==> config.mk <==
export PLATFORM = sky130hd
export DESIGN_NAME = stream_mux
export DESIGN_NICKNAME = d
export VERILOG_FILES = /design/src/rtl/stream_mux_pkg.sv /design/src/rtl/stream_mux_rr_arbiter.sv /design/src/rtl/stream_mux.sv
export SDC_FILE = /design/constraint.sdc
export NUM_CORES = 1
export LEC_CHECK = 0
export ABC_AREA = 1
export CORE_AREA = 2 2 126 128
export CTS_CLUSTER_DIAMETER = 80
export DETAILED_ROUTE_END_ITERATION = 7
export DIE_AREA = 0 0 128 130
export GPL_TIMING_DRIVEN = 0
export PLACE_DENSITY = 0.7
export SLEW_MARGIN = 20
export SYNTH_ARGS = -nofsm -noshare
export SYNTH_HDL_FRONTEND = slang
export SYNTH_SLANG_ARGS = --single-unit
==> constraint.sdc <==
create_clock -name clk -period 2 [get_ports clk]
set_input_delay 0.4 -clock clk [delete_from_list [all_inputs] [get_ports clk]]
set_output_delay 0.4 -clock clk [all_outputs]
set_load 0.05 [all_outputs]
==> src/rtl/stream_mux_pkg.sv <==
// Shared definitions for the stream_mux slice: selection-mode encodings and FSM states.
package stream_mux_pkg;

  localparam logic MODE_ADDR = 1'b0;
  localparam logic MODE_ARB  = 1'b1;

  typedef enum logic {
    ST_IDLE   = 1'b0,
    ST_LOCKED = 1'b1
  } state_t;

endpackage

==> src/rtl/stream_mux_rr_arbiter.sv <==
// Combinational rotating-priority picker: the first requester at or after ptr wins.
// A constant zero ptr turns it into a lowest-index-wins priority encoder.
module rr_arbiter #(
  parameter int CHANNELS = 8,
  parameter int SEL_W    = $clog2(CHANNELS)
) (
  input  logic [CHANNELS-1:0] request,
  input  logic [SEL_W-1:0]    ptr,
  output logic [SEL_W-1:0]    grant_idx,
  output logic                grant_any
);

  logic [SEL_W-1:0] idx;

  // Walk from the farthest offset down so the nearest requester overwrites the result.
  always_comb begin
    grant_idx = '0;
    grant_any = 1'b0;
    idx       = '0;
    for (int k = CHANNELS - 1; k >= 0; k--) begin
      idx = SEL_W'((int'(ptr) + k) % CHANNELS);
      if (request[idx]) begin
        grant_idx = idx;
        grant_any = 1'b1;
      end
    end
  end

endmodule

==> src/rtl/stream_mux.sv <==
// N-way valid/ready stream multiplexer with packet locking and a one-deep output register.
// Define STREAM_MUX_RR_EN for round-robin arbitration; otherwise lowest index wins.
//
// state     | meaning
// ST_IDLE   | grant recomputed every cycle from address (mode 0) or arbiter (mode 1)
// ST_LOCKED | mid-packet; grant frozen to the latched channel until its last beat
module stream_mux
  import stream_mux_pkg::*;
#(
  parameter int WIDTH    = 32,
  parameter int CHANNELS = 8,
  localparam int SEL_W   = $clog2(CHANNELS)
) (
  input  logic                      clk,
  input  logic                      reset,
  input  logic [CHANNELS-1:0]       in_valid,
  output logic [CHANNELS-1:0]       in_ready,
  input  logic [CHANNELS*WIDTH-1:0] in_data,
  input  logic [CHANNELS-1:0]       in_last,
  input  logic                      mode,
  input  logic [SEL_W-1:0]          address,
  output logic                      out_valid,
  input  logic                      out_ready,
  output logic [WIDTH-1:0]          out_data,
  output logic                      out_last,
  output logic [SEL_W-1:0]          out_channel
);

  state_t           state, state_nxt;
  logic [SEL_W-1:0] lock_ch;
  logic [SEL_W-1:0] rr_ptr;
  logic [SEL_W-1:0] arb_idx;
  logic             arb_any;
  logic [SEL_W-1:0] grant;
  logic             grant_valid;
  logic             addr_ok;
  logic             can_load;
  logic             xfer;
  logic [WIDTH-1:0] sel_data;
  logic             sel_last;

  rr_arbiter #(
    .CHANNELS (CHANNELS),
    .SEL_W    (SEL_W)
  ) u_arb (
    .request   (in_valid),
    .ptr       (rr_ptr),
    .grant_idx (arb_idx),
    .grant_any (arb_any)
  );

  // With a power-of-two channel count every address value is a real channel.
  generate
    if ((1 << SEL_W) == CHANNELS) begin : g_addr_full
      assign addr_ok = 1'b1;
    end else begin : g_addr_part
      assign addr_ok = (address < SEL_W'(CHANNELS));
    end
  endgenerate

  assign can_load = !out_valid || out_ready;

  always_comb begin
    grant       = '0;
    grant_valid = 1'b0;
    if (state == ST_LOCKED) begin
      grant       = lock_ch;
      grant_valid = 1'b1;
    end else if (mode == MODE_ADDR) begin
      grant       = address;
      grant_valid = addr_ok;
    end else begin
      grant       = arb_idx;
      grant_valid = arb_any;
    end
  end

  always_comb begin
    in_ready = '0;
    if (!reset && can_load && grant_valid)
      in_ready = CHANNELS'(1) << grant;
  end

  assign xfer = |(in_valid & in_ready);

  always_comb begin
    sel_data = '0;
    sel_last = 1'b0;
    for (int i = 0; i < CHANNELS; i++) begin
      if (grant == SEL_W'(i)) begin
        sel_data = in_data[i*WIDTH +: WIDTH];
        sel_last = in_last[i];
      end
    end
  end

  always_comb begin
    state_nxt = state;
    if (xfer) begin
      case (state)
        ST_IDLE:   if (!sel_last) state_nxt = ST_LOCKED;
        ST_LOCKED: if (sel_last)  state_nxt = ST_IDLE;
        default:   state_nxt = ST_IDLE;
      endcase
    end
  end

  always_ff @(posedge clk) begin
    if (reset) begin
      state       <= ST_IDLE;
      lock_ch     <= '0;
      out_valid   <= 1'b0;
      out_data    <= '0;
      out_last    <= 1'b0;
      out_channel <= '0;
    end else begin
      state <= state_nxt;
      if (xfer && state == ST_IDLE)
        lock_ch <= grant;
      if (xfer) begin
        out_valid   <= 1'b1;
        out_data    <= sel_data;
        out_last    <= sel_last;
        out_channel <= grant;
      end else if (out_ready) begin
        out_valid <= 1'b0;
      end
    end
  end

`ifdef STREAM_MUX_RR_EN
  logic lock_mode;
  logic pkt_mode;

  // A locked packet keeps the mode it started in, so a mid-packet mode flip cannot move the pointer.
  assign pkt_mode = (state == ST_IDLE) ? mode : lock_mode;

  always_ff @(posedge clk) begin
    if (reset) begin
      rr_ptr    <= '0;
      lock_mode <= MODE_ADDR;
    end else begin
      if (xfer && state == ST_IDLE)
        lock_mode <= mode;
      if (xfer && sel_last && pkt_mode == MODE_ARB)
        rr_ptr <= (grant == SEL_W'(CHANNELS - 1)) ? '0 : grant + 1'b1;
    end
  end
`else
  assign rr_ptr = '0;
`endif

endmodule
==> results of run 1 <==
[cells in the mapped netlist, drive strengths merged]
cell	instances
nand3	107
nand2	226
nand4	37
nor3	6
buf	33
dfxtp	41
nor2	92
o21ai	42
or2	32
clkbuf	15
inv	87
nor4	2
a21oi	40
[kinds of logic after synthesis]
| group | after synthesis |
|---|---|
| and+or+nand+nor | 502 |
| DFF | 41 |
| AOI/OAI and AO/OA | 82 |
| buffers and inverters | 135 |
[final cells by class]
cell class / count / share of cell area, %
plain buffers: 45 / 5.23
clock buffers: 6 / 1.40
clock inverters: 2 / 0.109
inverters: 87 / 3.86
multi-input cells: 584 / 34.3
flip-flops and latches: 41 / 9.00
well taps: 192 / 2.61
repair buffers: 390 / 43.5
[sequential cells by signal, summed over array words and instances (netlist names)]
name,flops
out_last,1
out_valid,1
state,1
out_channel,3
out_data,32
lock_ch,3
[stage by stage]
step | power [W] | std cells | area [um^2]
6_report | 0.0105 | 1347 | 9210
2_1_floorplan | 0.00522 | 760 | 4270
4_1_cts | 0.0101 | 1337 | 8910
3_3_place_gp | 0.00753 | 1275 | 7750
3_5_place_dp | 0.00756 | 1275 | 7750
5_1_grt | 0.0111 | 1347 | 9210
[per-layer routing]
layer	wire length, um	up-vias	part of all wire, %
li1	-	3226	-
met2	11700	310	49
met1	9720	2990	41
met4	741	0	3.1
met3	1800	56	7.5
met5	0	-	0
[critical path: stages]
cell     delay, ns
buf_6         0.11
nor3_4        0.24
nand2_1       0.11
nand2_2       0.11
o21ai_4       0.10
inv_4         0.08
nand3_4       0.09
nor2_4        0.16
inv_2         0.06
buf_8         0.12
buf_12        0.12
nor2_4        0.10
buf_8         0.15
[path summary, 6_finish.rpt]
path / slack, ns / endpoint
setup / recovery: -0.35 / in_ready[7]
hold / removal: 0.46 / out_last
setup reg to reg: -0.34 / out_valid
hold reg to reg: 0.46 / out_last
[power breakdown]
group	total [W]	internal, W	leakage (nW)	switching, W
clock	0.000810	0.000460	0.0706	0.000350
combinational	0.00835	0.00365	3.63	0.00470
sequential	0.00132	0.00112	0.339	0.000198
total	0.0105	0.00523	4.04	0.00525
[timing repair]
action,4_1_cts,5_1_grt
setup buffers,51,12
endpoints found under the setup margin,49,49
gates cloned,6,0
gates resized for setup,243,67
pin swaps,30,39
==> metrics, run 1 <==
min-delay worst type flop to flop; Required @ worst endpoint 1.60 ns; XOR/XNOR share of the synthesized area 0%; met2 Use GR 47.1%; Clk Latency, worst-skew pair 0.28 ns; Pleak 4.04 nW; largest net degree at the start of global routing 13; Post-Synthesis Net Count 1,039; Area growth syn-to-layout 124%; Max Clk Rate 426 MHz; initial antenna violation count 0; grt met3 use 5.74%; GR Util All Layers 27.1%; Max FO, Critical Path 3; std cell rows 46; flops & latches, synth 41; worst flop-to-flop path startpoint state; WHS Path Cells 2; placement-stage worst setup slack -1.57 ns; CTS Hold Bufs 0; M1 GR Usage 33.8%; Final ANT Viol Nets 0; vias 6,582; Yosys top cell by area nand2_1; Port Buffers 323; synth warn 0; DRT Pass-1 Iters 5; Tmin final 2.35 ns; Post-Synth Adder-Cell Area 0%; skew final 0.00398 ns; post-synthesis compound-gate area fraction 10.6%; kind of critical path primary input to output port; Die Footprint 16,600 um^2; Sum Neg Setup Slack -10.14 ns; Worst Setup SP in_valid[0]; first-pass GRT wire length 34.4 mm; Die W 128 um; nets 1,433; Via density 4.89; Die H 130 um; failing checks setup timing; IO Count 324; Max IR drop VDD 0.506 mV; Mapped Area 4100 um^2; area share of and/or/nand/nor cells after synthesis 54.9%; outcome finished, violations left; initial core utilization 26.6%; FF-to-FF path depth 14; commonest non-fill, non-tap cells in the layout clkdlybuf4s50_1, nand2_1, nand3_1; Final Util 59.7%; Slew HR 52.1%; area of the multi-input gates 3160 um^2; min-delay src out_last; global routing's busiest layer met2; Max Transition Viols Final 0; gpl congestion 0.945; hold violation count in the final report 0; register area share after synthesis 20.0%; register area 828 um^2; CTS H-tree depth 2; worst path arrival time 1.95 ns; grt ovf 0; post-synth top area share 20.4%; DR iter-0 viols 407; pwr/cell area 1140 nW/um^2; share of layout cells above drive strength 1 21.6%; Filler Cells Inserted 1,437; Area contributors post-synth nand2_1, dfxtp_1, nand3_1; Worst-Margin Slew 0.719 ns; element type at the critical path end output port; diode count 0; worst setup margin -0.350 ns; DR WL/cell 17.8 um; # setup viols final 49; unrepaired setup endpoints after global routing yes; Yosys cell types 28; post-synthesis mux area share 0%; vias in the first global route 6,260; Post-Syn Area per Cell 5.40 um^2; hpwl dp 17.4 mm; clock-pin transition on the worst setup and hold timing paths 0.06 ns; Final Cycle Share 117%; Syn Inst Count 760; largest family of logic cells by synthesized area simple AND/OR/NAND/NOR gates; CTS Buffer Depth 2; hold_ws 0.462 ns; CTS sink cnt 41; WL final 23.9 mm; CP startpoint kind primary input; placeable core region 15,400 um^2; CTS tree done; TritonCTS Buffers 5; Max-Cap Viols 0; DRC viols 0; CTS root buffer clkbuf_16; commonest non-fill, non-tap cell in the layout clkdlybuf4s50_1
(Power assumes the default switching activity.)
==> run 2, diff against run 1 <==
--- a/config.mk
+++ b/config.mk
@@ -5,13 +5,11 @@
 export SDC_FILE = /design/constraint.sdc
 export NUM_CORES = 1
 export LEC_CHECK = 0
-export ABC_AREA = 1
-export CORE_AREA = 2 2 126 128
+export CORE_UTILIZATION = 39
 export CTS_CLUSTER_DIAMETER = 80
 export DETAILED_ROUTE_END_ITERATION = 7
-export DIE_AREA = 0 0 128 130
 export GPL_TIMING_DRIVEN = 0
-export PLACE_DENSITY = 0.7
+export PLACE_DENSITY = 0.79
 export SLEW_MARGIN = 20
 export SYNTH_ARGS = -nofsm -noshare
 export SYNTH_HDL_FRONTEND = slang
==> metrics, run 2 <==
outcome finished, violations left; failing checks setup timing; Largest stage delay, worst path 0.38 ns; Max-Cap Viols 0; Final Cycle Share 117%; element type at the critical path end output port; # setup viols final 49; largest net degree at the start of global routing 14; Tmin final 2.34 ns; top cells by count, synth nand2_1, a22oi_1, clkbuf_1; vias in the first global route 10,300; DRT Pass-1 Iters 6; clock-pin transition on the worst setup and hold timing paths 0.06 ns; first-pass GRT wire length 56.7 mm; register area share after synthesis 11.5%; CTS tree done; share of layout cells above drive strength 1 26.7%; Final Util 70.8%; std cell rows 49; gpl congestion 0.912; Post-Synthesis Net Count 1,242; initial core utilization 39.7%; Reg with most FFs out_data; Primary FF master, synth dfxtp_1; CP startpoint kind primary input; worst path arrival time 1.94 ns; Pleak 4.53 nW; largest registers out_data (32), lock_ch (3), out_channel (3); Required @ worst endpoint 1.60 ns; flops & latches, synth 41; CTS sink cnt 41; initial antenna violation count 0; Post-Syn Area per Cell 7.38 um^2; Max Clk Rate 427 MHz; worst flop-to-flop path startpoint state; Yosys cell types 54; dpl cells 1,513; CTS H-tree depth 2; Worst-Margin Slew 0.803 ns; WL final 39.2 mm; Clk Latency, worst-skew pair 0.29 ns; hpwl dp 27.7 mm; nets 1,628; vias 11,000; worst setup margin -0.345 ns; Die H 137 um; skew final 0.00681 ns; Die W 137 um; kind of critical path primary input to output port; diode count 0; Mapped Area 7110 um^2; final non-filler cell total 1,579; Final Instance Area 12,700 um^2; hold_ws 0.503 ns; commonest non-fill, non-tap cell in the layout clkdlybuf4s50_1; CP Cell Sequence buf_8 -> buf_6 -> and2_4 -> o31ai_4 -> o21a_1 -> buf_8 -> clkbuf_16 -> nor3_4 -> buf_6; TritonCTS Buffers 5; Port Buffers 321; Largest register FFs 32; Worst Setup SP mode; Via density 6.99; Syn Inst Count 963; pwr/cell area 717 nW/um^2; min-delay src out_data[3]; Yosys top cell by area a22oi_1; commonest non-fill, non-tap cells in the layout clkdlybuf4s50_1, nand2_1, a22oi_1; hold violation count in the final report 0; Slew HR 46.5%; GR Util All Layers 39.2%; Area growth syn-to-layout 78.3%; CTS root buffer clkbuf_16; Post-synth EDFFs 0; CTS Buffer Depth 2; CTS Hold Bufs 0; Final ANT Viol Nets 0; min-delay worst type flop to flop; async set-reset flop share out of synthesis 0%; Max Transition Viols Final 0; Max IR drop VDD 0.727 mV; unrepaired setup endpoints after global routing yes; placeable core region 17,900 um^2; Filler Cells Inserted 1,454; cell with the most instances after synthesis nand2_1; post-synth top area share 12.5%; IO Count 324; DRC viols 0; slowest CP cell o31ai_4; grt ovf 0; Die Footprint 18,800 um^2; synth warn 0; DR WL/cell 24.8 um; Max FO, Critical Path 7; dpl cell area 10,900 um^2; DR iter-0 viols 1,484; Area contributors post-synth a22oi_1, dfxtp_1, mux2i_1
-- run 2: changes by cell type in the layout (fill, tap and decap cells not counted), moves of 54 or more --
cell	delta
a221o_1	+54
a22oi_1	+115
mux2i_1	+67
nor2_1	-64
inv_1	-68
nand2_1	-98
mux2_2	+56
nand3_1	-62
o2111ai_1	+57
-- run 2: worst paths after layout --
check / to / slack (ns) / cells past startpoint
worst max-delay path: in_ready[4] / -0.34 / 9
worst min-delay path: out_data[3] / 0.50 / 2
worst max register to register: out_data[5] / -0.34 / 11
worst min register to register: out_data[3] / 0.50 / 2
-- run 2: final cells by class --
class,count,area [um^2],share of cell area (%)
Multi-Input combinational cell,787,6440,50.8
Inverter,7,30.0,0.237
Clock inverter,3,17.5,0.138
Timing Repair Buffer,382,3840,30.3
Sequential cell,41,823,6.49
Tap cell,229,287,2.26
Clock buffer,5,125,0.987
Buffer,125,1120,8.82
-- run 2: through the flow --
stage          TNS, ns  setup slack, ns  total power (W)
6_report        -12.83           -0.345          0.00909
3_3_place_gp    -60.62            -1.58          0.00687
2_1_floorplan    -6.29           -0.213          0.00486
3_5_place_dp    -61.23            -1.58          0.00696
5_1_grt         -14.98           -0.394          0.00947
4_1_cts          -9.93           -0.305          0.00865
-- run 2: repair_timing --
action / 4_1_cts / 5_1_grt
cloned: 8 / 2
endpoints found under the setup margin: 49 / 49
pin swaps: 54 / 44
buffers inserted: 41 / 11
gates resized for setup: 352 / 106
-- run 2: critical path: cells and delay by family --
kind	cells	cell delay [ns]
buffers and inverters	5	0.73
AND/OR/NAND/NOR	2	0.17
AO/OA/AOI/OAI	2	0.63
-- run 2: cell families (layout without fill, tap and decap cells) --
| family | after synthesis | in the layout | synth area share [%] |
|---|---|---|---|
| DFF | 41 | 41 | 11.5 |
| and+or+nand+nor | 204 | 204 | 12.5 |
| muxes | 125 | 125 | 18.6 |
| AOI/OAI and AO/OA | 458 | 458 | 49.6 |
| buffers and inverters | 135 | 522 | 7.74 |
-- run 2: power by group --
part	internal (W)	switching (W)
Combinational	0.00314	0.00396
Sequential	0.00101	0.000183
Clock	0.000458	0.000345
Total	0.00460	0.00449
-- run 2: layer usage --
layer,track usage (%),share of wire [%],vias to the layer above
li1,-,-,4781
met1,44.9,36,5237
met2,66.2,47,840
met3,9.07,11,182
met4,22.7,5.7,0
met5,0,0,-
